**config.mk**
```make
export PLATFORM = sky130hd
export DESIGN_NAME = fwft_ram_ctrl_flat
export DESIGN_NICKNAME = d
export VERILOG_FILES = /design/src/rtl/fwft_ram_ctrl_if.sv /design/src/rtl/fwft_ram_ctrl.sv /design/src/flat_wrapper.sv
export SDC_FILE = /design/constraint.sdc
export NUM_CORES = 1
export LEC_CHECK = 0
export BUFFER_PORTS_ARGS = -buffer_cell sky130_fd_sc_hd__buf_2
export CAP_MARGIN = 20
export CORE_UTILIZATION = 43
export DETAILED_ROUTE_END_ITERATION = 16
export GPL_TIMING_DRIVEN = 1
export PLACE_DENSITY = 0.85
export SYNTH_ARGS = -nofsm -noshare
export SYNTH_HDL_FRONTEND = slang
export SYNTH_SLANG_ARGS = --single-unit
```
**constraint.sdc**
```tcl
create_clock -name clk_i -period 2.9 [get_ports clk_i]
set_input_delay 0.435 -clock clk_i [delete_from_list [all_inputs] [get_ports clk_i]]
set_output_delay 0.435 -clock clk_i [all_outputs]
set_load 0.005 [all_outputs]
```
**src/rtl/fwft_ram_ctrl_if.sv**
```systemverilog
// Push/pop bus of the first-word-fall-through FIFO controller.
// The producer/consumer side takes the master modport; the controller takes the slave modport.
interface fwft_ram_ctrl_if #(
    parameter int DATA_WIDTH = 8,
    parameter int ADDR_WIDTH = 5
);
    logic                  wr_req_i;
    logic [DATA_WIDTH-1:0] wr_data_i;
    logic                  full_o;
    logic                  rd_req_i;
    logic [DATA_WIDTH-1:0] rd_data_o;
    logic                  empty_o;
    logic [ADDR_WIDTH:0]   usedw_o;
    logic                  ovf_o;
    logic                  unf_o;

    modport master (
        output wr_req_i, wr_data_i, rd_req_i,
        input  full_o, rd_data_o, empty_o, usedw_o, ovf_o, unf_o
    );

    modport slave (
        input  wr_req_i, wr_data_i, rd_req_i,
        output full_o, rd_data_o, empty_o, usedw_o, ovf_o, unf_o
    );
endinterface

```
**src/rtl/fwft_ram_ctrl.sv**
```systemverilog
// FWFT FIFO controller around an external dual-port RAM with a registered read port.
// The RAM output register doubles as the head register, so no extra data storage lives here.
module fwft_ram_ctrl #(
    parameter int DATA_WIDTH = 8,
    parameter int ADDR_WIDTH = 5
) (
    input  logic                  clk_i,
    input  logic                  rst_i,
    fwft_ram_ctrl_if.slave        bus,
    output logic                  ram_wr_o,
    output logic [ADDR_WIDTH-1:0] ram_wr_addr_o,
    output logic [DATA_WIDTH-1:0] ram_wr_data_o,
    output logic                  ram_rd_o,
    output logic [ADDR_WIDTH-1:0] ram_rd_addr_o,
    input  logic [DATA_WIDTH-1:0] ram_rd_data_i
);
    localparam int CNT_W = ADDR_WIDTH + 1;
    localparam logic [CNT_W-1:0] DEPTH = {1'b1, {ADDR_WIDTH{1'b0}}};

    logic [ADDR_WIDTH-1:0] wr_ptr;
    logic [ADDR_WIDTH-1:0] rd_ptr;
    logic [CNT_W-1:0]      ram_cnt;
    logic [CNT_W-1:0]      usedw;
    logic                  head_vld;

    logic full;
    logic empty;
    logic push;
    logic pop;
    logic ram_rd;

    function automatic logic [CNT_W-1:0] net_count(
        input logic [CNT_W-1:0] cnt,
        input logic             inc,
        input logic             dec
    );
        logic [CNT_W-1:0] res;
        res = cnt;
        if (inc && !dec) begin
            res = cnt + CNT_W'(1);
        end else if (dec && !inc) begin
            res = cnt - CNT_W'(1);
        end
        return res;
    endfunction

    // Flags come from registers only; inputs reach nothing but the strobes.
    assign full   = (usedw == DEPTH);
    assign empty  = ~head_vld;
    assign push   = bus.wr_req_i & ~full;
    assign pop    = bus.rd_req_i & head_vld;
    // Refill the head whenever it is vacant or leaving; ram_cnt is registered,
    // so a word written this cycle can never be read in the same cycle.
    assign ram_rd = (ram_cnt != '0) & (~head_vld | pop);

    assign bus.full_o    = full;
    assign bus.empty_o   = empty;
    assign bus.usedw_o   = usedw;
    assign bus.rd_data_o = ram_rd_data_i;
    assign bus.ovf_o     = bus.wr_req_i & full;
    assign bus.unf_o     = bus.rd_req_i & empty;

    assign ram_wr_o      = push;
    assign ram_wr_addr_o = wr_ptr;
    assign ram_wr_data_o = bus.wr_data_i;
    assign ram_rd_o      = ram_rd;
    assign ram_rd_addr_o = rd_ptr;

    always_ff @(posedge clk_i) begin
        if (rst_i) begin
            wr_ptr   <= '0;
            rd_ptr   <= '0;
            ram_cnt  <= '0;
            usedw    <= '0;
            head_vld <= 1'b0;
        end else begin
            if (push) begin
                wr_ptr <= wr_ptr + ADDR_WIDTH'(1);
            end
            if (ram_rd) begin
                rd_ptr <= rd_ptr + ADDR_WIDTH'(1);
            end
            ram_cnt <= net_count(ram_cnt, push, ram_rd);
            usedw   <= net_count(usedw, push, pop);
            if (ram_rd) begin
                head_vld <= 1'b1;
            end else if (pop) begin
                head_vld <= 1'b0;
            end
        end
    end
endmodule

```
**src/flat_wrapper.sv**
```systemverilog
// flat-port wrapper written by rule: the top's interface ports become plain ports
module fwft_ram_ctrl_flat 
#(
    parameter int DATA_WIDTH = 8,
    parameter int ADDR_WIDTH = 5
)
  (clk_i, rst_i, ram_wr_o, ram_wr_addr_o, ram_wr_data_o, ram_rd_o, ram_rd_addr_o, ram_rd_data_i, bus_wr_req_i, bus_wr_data_i, bus_rd_req_i, bus_full_o, bus_rd_data_o, bus_empty_o, bus_usedw_o, bus_ovf_o, bus_unf_o);
  fwft_ram_ctrl_if #(.DATA_WIDTH(DATA_WIDTH), .ADDR_WIDTH(ADDR_WIDTH)) bus_i ();
  input  logic clk_i;
  input  logic rst_i;
  output logic ram_wr_o;
  output logic [ADDR_WIDTH-1:0] ram_wr_addr_o;
  output logic [DATA_WIDTH-1:0] ram_wr_data_o;
  output logic ram_rd_o;
  output logic [ADDR_WIDTH-1:0] ram_rd_addr_o;
  input  logic [DATA_WIDTH-1:0] ram_rd_data_i;
  input wire logic [$bits(bus_i.wr_req_i)-1:0] bus_wr_req_i;
  input wire logic [$bits(bus_i.wr_data_i)-1:0] bus_wr_data_i;
  input wire logic [$bits(bus_i.rd_req_i)-1:0] bus_rd_req_i;
  output wire logic [$bits(bus_i.full_o)-1:0] bus_full_o;
  output wire logic [$bits(bus_i.rd_data_o)-1:0] bus_rd_data_o;
  output wire logic [$bits(bus_i.empty_o)-1:0] bus_empty_o;
  output wire logic [$bits(bus_i.usedw_o)-1:0] bus_usedw_o;
  output wire logic [$bits(bus_i.ovf_o)-1:0] bus_ovf_o;
  output wire logic [$bits(bus_i.unf_o)-1:0] bus_unf_o;
  assign bus_i.wr_req_i = bus_wr_req_i;
  assign bus_i.wr_data_i = bus_wr_data_i;
  assign bus_i.rd_req_i = bus_rd_req_i;
  assign bus_full_o = bus_i.full_o;
  assign bus_rd_data_o = bus_i.rd_data_o;
  assign bus_empty_o = bus_i.empty_o;
  assign bus_usedw_o = bus_i.usedw_o;
  assign bus_ovf_o = bus_i.ovf_o;
  assign bus_unf_o = bus_i.unf_o;
  fwft_ram_ctrl #(.DATA_WIDTH(DATA_WIDTH), .ADDR_WIDTH(ADDR_WIDTH)) u_core (.clk_i(clk_i), .rst_i(rst_i), .bus(bus_i), .ram_wr_o(ram_wr_o), .ram_wr_addr_o(ram_wr_addr_o), .ram_wr_data_o(ram_wr_data_o), .ram_rd_o(ram_rd_o), .ram_rd_addr_o(ram_rd_addr_o), .ram_rd_data_i(ram_rd_data_i));
endmodule
```
==> results.toml, run 1 <==
[clock_tree]
cts_buffer_depth = 2
worstSkewPairLatency_ns = 0.31
cts_tree = "done"
cts.sink_count = 23
hold_buffers = 0
cts_buffers = 3
clock_tree.root_cell = "clkbuf_4"
htreeDepth = 1
cts.clk_slew.worst_paths_ns = 0.13

[yosys]
syn-cell-area_um2 = 1460
synth_compound_area_frac = 0.121
synth_cell_types = 34
synth-xor-area-share = 0.0901
synth_seq_area_share = 0.316
synthMuxAreaShare = 0.0489
synth_top_family_by_area = "simple AND/OR/NAND/NOR gates"
netlist_instances = 168
yosys.area_share.simple = 0.188
synthesis.nets = 202
syn_avg_cell_area_um2 = 8.68
synth-seq-cells = 23
synth_adder_area_share = 0.130
synth-edff-count = 0
synth_ff_type = "dfxtp_1"
async_flop_share = 0
yosysWarnings = 0

[worst_setup_path]
cp.arrival_ns = 2.92
crit_type = "register to register"
cp_max_fo = 5
r2r_setup_slack_ns = 0.19
required_ns = 3.10
startpoint_type = "register"
critPathCaptureType = "register"

[global_routing]
antenna_found_initial = 0
grt_start_max_net_pins = 25
grt_first_pass_wirelength_mm = 4.26
grt_usage = 0.156
grt_overflow = 0
grt_pass1_vias = 1037

[placement]
dpl.hpwl_mm = 1.93
gp_congestion = 0.877
io_buffer_count = 25
placed_area_um2 = 1520

[timing]
slew_headroom = 0.709
maxSlewViolCount = 0
worstMarginPinSlew_ns = 0.436
clock_skew_ns = 0.00272
min_period_ns = 2.71
fmax_ghz = 0.368
setup_viol = 0
period_share = 0.936
hold_violations = 0
holdWs_ns = 0.470

[routing]
ant_nets = 0
drt-vias-per-instance = 5.11
vias = 1144
first_pass_iters = 4
drt_iter0_drc = 10
wirelength_mm = 2.54
post_drt_wl_per_cell_um = 11.4
drcViolationCount = 0

[floorplan]
die_height_um = 60.2
rows = 20
core_um2 = 3130
dieWidth_um = 60.2
dieArea_um2 = 3630
start_util = 0.466
pin_count = 58

[layout]
final_nets = 215
final_area_um2 = 1570
drive_above_1_share = 0.200
n_antenna_cell = 0
area_growth_pct = 7.80

[power]
power_density_nw_per_um2 = 1160
power.leakage_nw = 0.743
ir_worst_vdd_uv = 587

[run]
drv_cap = 0

[run_status]
status = "finished clean"

[hold_path]
hp-class = "input port to register"
## state kept, by name (all words and copies together), names as in the netlist
name / cells
u_core.ram_rd_addr_o: 5
u_core.bus.usedw_o: 6
u_core.ram_cnt: 6
u_core.head_vld: 1
u_core.ram_wr_addr_o: 5
## stage by stage
step,setup WS [ns],std cells,TNS (ns),power (mW),util
3_5_place_dp,0.134,219,0,1.64,0.485
5_1_grt,-0.00474,224,-0.00474,2.02,0.503
2_1_floorplan,0.0870,168,0,1.40,-
3_3_place_gp,0.251,219,0,1.62,0.485
4_1_cts,0.111,223,0,1.81,0.495
6_report,0.186,224,0,1.83,0.503
## routing by layer
metal  GRT usage  up-vias  routed length, µm
li1            -      589                  -
met1       0.206      525               1250
met2       0.246       28               1110
met3      0.0411        2                179
met4      0.0465        0                  8
met5           0        -                  0
## power breakdown
group,leakage [nW],switching [mW],internal [mW]
logic,0.540,0.573,0.562
registers,0.189,0.121,0.419
clock network,0.0139,0.101,0.0526
total,0.743,0.796,1.03
## layout by cell type (no fill, tap or decap), types with 2 or more instances in the layout
cell	instances
nor2_1	28
buf_2	25
dfxtp_1	23
ha_1	12
a21oi_1	10
xor2_1	8
nand2_1	7
xnor2_1	7
mux2i_1	6
a21o_1	5
o21ai_0	5
inv_1	4
nor2b_1	3
nand4_1	3
nor3_1	3
a211oi_1	3
clkbuf_4	3
buf_4	3
and2_1	2
nor4_1	2
nand3_1	2
fa_1	2
## critical path, stage by stage (launching register included)
cell	delay, ns
dfxtp_1	0.40
nor4b_4	0.37
a21boi_1	0.14
buf_4	0.17
ha_1	0.24
inv_1	0.18
ha_1	0.31
a21o_1	0.20
a21oi_1	0.15
a2bb2oi_1	0.21
nand3_1	0.09
nor3b_1	0.14
## synthesized netlist by cell type, types with 2 or more instances
| cell type | instances | share of area |
|---|---|---|
| a211oi_1 | 3 | 0.015 |
| a21o_1 | 5 | 0.026 |
| a21oi_1 | 10 | 0.034 |
| and2_1 | 2 | 0.0086 |
| buf_4 | 16 | 0.082 |
| clkbuf_1 | 3 | 0.0077 |
| dfxtp_1 | 23 | 0.32 |
| fa_1 | 2 | 0.027 |
| ha_1 | 12 | 0.10 |
| inv_1 | 5 | 0.013 |
| mux2i_1 | 6 | 0.041 |
| nand2_1 | 7 | 0.018 |
| nand3_1 | 2 | 0.0069 |
| nand4_1 | 3 | 0.013 |
| nor2_1 | 28 | 0.072 |
| nor2b_1 | 3 | 0.013 |
| nor3_1 | 3 | 0.010 |
| nor4_1 | 2 | 0.0086 |
| o21ai_0 | 5 | 0.017 |
| xnor2_1 | 7 | 0.042 |
| xor2_1 | 8 | 0.048 |
## area by class of cell
| cell class | count | area (µm²) |
|---|---|---|
| clock inverter | 1 | 7.51 |
| clock buffer | 3 | 22.5 |
| inverter | 5 | 18.8 |
| sequential | 23 | 460 |
| fill | 306 | 1560 |
| timing repair buffer | 28 | 148 |
| multi-input combinational | 120 | 861 |
| tap | 44 | 55.1 |
## worst paths after layout
path                           start                 endpoint  depth (start not counted)
max            u_core.bus.usedw_o[1]        u_core.ram_cnt[5]                         11
min                     bus_rd_req_i          u_core.head_vld                          3
max reg2reg    u_core.bus.usedw_o[1]        u_core.ram_cnt[5]                         11
min reg2reg  u_core.ram_wr_addr_o[4]  u_core.ram_wr_addr_o[4]                          2
## timing repair
action,CTS,global route
endpoints found under the setup margin,0,3
buffers inserted,0,1
gates resized for setup,0,3
## logic make-up (layout without fill, tap and decap cells)
family,count (synthesis),in the layout
multiplexers,7,7
AND/OR/NAND/NOR,56,56
buffers and inverters,25,37
AO/OA/AOI/OAI,28,28
flip-flops,23,23
adder cells (fa/ha/maj),14,14
XOR/XNOR,15,15
(Power assumes the default switching activity.)
==> inputs of run 2 (changes only) <==
--- a/config.mk
+++ b/config.mk
@@ -7,6 +7,7 @@
 export LEC_CHECK = 0
 export BUFFER_PORTS_ARGS = -buffer_cell sky130_fd_sc_hd__buf_2
 export CAP_MARGIN = 20
+export CORE_MARGIN = 2
 export CORE_UTILIZATION = 43
 export DETAILED_ROUTE_END_ITERATION = 16
 export GPL_TIMING_DRIVEN = 1
==> results.toml, run 2 (synthesis gave the netlist of run 1 again) <==
[floorplan]
dieArea_um2 = 3870
rows = 21
pin_count = 58
die_height_um = 62.2
start_util = 0.444
core_um2 = 3280
dieWidth_um = 62.2

[worst_setup_path]
path_cells = "nor4b_4, a21boi_1, buf_4, ha_1, inv_2, ha_1, a21o_1, a21oi_1, a2bb2oi_1, nand3_1, nor3b_1"
critPathCaptureType = "register"
required_ns = 3.10
r2r_end = "u_core.ram_cnt[5]"
cp_max_fo = 5
crit_top_cell = "ha_1"
r2r_setup_slack_ns = 0.22
crit_type = "register to register"
startpoint_type = "register"
slowest_delay_ns = 0.39
cp_slowest_cell = "dfxtp_2"
cp.arrival_ns = 2.87
r2r_cells = 11
reg2reg_from = "u_core.bus.usedw_o[1]"

[power]
total_power_mw = 1.83
power.leakage_nw = 0.743
ir_worst_vdd_uv = 874
power_density_nw_per_um2 = 1160

[routing]
drt_iter0_drc = 58
drt-vias-per-instance = 5.00
drcViolationCount = 0
first_pass_iters = 4
post_drt_wl_per_cell_um = 11.6
wirelength_mm = 2.61
ant_nets = 0
vias = 1131

[hold_path]
holdPathStages = 3
hp-start = "bus_rd_req_i"
hp-class = "input port to register"
hold_path_end = "u_core.head_vld"

[timing]
min_period_ns = 2.68
period_share = 0.923
setup_viol = 0
worstMarginPinSlew_ns = 0.436
clock_skew_ns = 0.00866
setup_tns_ns = 0
maxSlewViolCount = 0
hold_violations = 0
fmax_ghz = 0.374
slew_headroom = 0.709
rsz0062_at_grt = "no"
holdWs_ns = 0.477

[clock_tree]
worstSkewPairLatency_ns = 0.32
post_cts_buffers = 0
htreeDepth = 1
cts_tree = "done"
clock_tree.root_cell = "clkbuf_4"
cts.clk_slew.worst_paths_ns = 0.14
cts_buffers = 3
cts.sink_count = 23
cts_buffer_depth = 2

[layout]
n_antenna_cell = 0
area_growth_pct = 8.06
regArea_um2 = 462
final_nets = 215
drive_above_1_share = 0.211
final_area_um2 = 1580
fillers = 315
layout_commonest_cell = "nor2_1"
layout_common_cells = "nor2_1 (28), buf_2 (25), dfxtp_1 (22), ha_1 (12), a21oi_1 (10)"
multiInputGateArea_um2 = 861

[placement]
dpl.hpwl_mm = 1.98
io_buffer_count = 25
placed_area_um2 = 1530
gp_congestion = 0.816

[global_routing]
grt_usage = 0.145
grt_first_pass_wirelength_mm = 4.68
grt_overflow = 0
antenna_found_initial = 0
grt_start_max_net_pins = 25
grt_pass1_vias = 1088

[run_status]
status = "finished clean"

[run]
drv_cap = 0
-- run 2: changes by cell type in the layout (fill, tap and decap cells not counted) --
cell,before,now
dfxtp_2,0,1
inv_2,1,2
inv_1,4,3
dfxtp_1,23,22
-- run 2: power breakdown --
| group | internal (mW) | total [mW] | switching [mW] |
|---|---|---|---|
| clock network | 0.0527 | 0.154 | 0.102 |
| logic | 0.562 | 1.13 | 0.569 |
| registers | 0.421 | 0.544 | 0.123 |
| total | 1.04 | 1.83 | 0.793 |
-- run 2: how the worst max path moves through the flow --
| stage | from | end |
|---|---|---|
| after floorplan | u_core.bus.usedw_o[0] | u_core.bus.usedw_o[5] |
| after global placement | u_core.bus.usedw_o[1] | u_core.bus.usedw_o[5] |
| after detailed placement | u_core.bus.usedw_o[1] | u_core.bus.usedw_o[5] |
| after CTS | u_core.bus.usedw_o[1] | u_core.bus.usedw_o[5] |
| after global routing | u_core.bus.usedw_o[1] | u_core.ram_cnt[5] |
| final | u_core.bus.usedw_o[1] | u_core.ram_cnt[5] |
-- run 2: final cells by class --
type | instances | share of cell area
clock buffer | 3 | 0.0143
clock inverter | 1 | 0.00476
inverter | 5 | 0.0119
multi-input combinational | 120 | 0.546
sequential | 23 | 0.293
tap | 46 | 0.0365
timing repair buffer | 28 | 0.0937
-- run 2: layer usage --
layer | part of all wire | GRT usage | wire, µm | up-vias
met1 | 0.46 | 0.180 | 1210 | 509
met4 | 0.014 | 0.0361 | 36 | 0
met3 | 0.059 | 0.0399 | 153 | 6
met5 | 0 | 0 | 0 | -
li1 | - | - | - | 590
met2 | 0.46 | 0.249 | 1210 | 26
-- run 2: metrics by stage --
step,setup WS (ns),utilization,std cells
after global routing,0.0397,0.480,226
after floorplan,0.0870,-,168
after CTS,0.0362,0.474,226
final,0.223,0.480,226
after global placement,0.122,0.465,222
after detailed placement,0.0600,0.465,222
-- run 2: worst max-delay path, delay by kind of cell, from the launching register on --
kind | cells | cell delay (ns)
compound gates | 4 | 0.74
fa+ha+maj | 2 | 0.53
buf+inv | 2 | 0.30
flops | 1 | 0.39
simple gates | 3 | 0.61
-- run 2: repair_timing --
action                                  4_1_cts  5_1_grt
hold buffers                                  0        0
resized for setup                             0        5
endpoints found under the setup margin        0        2
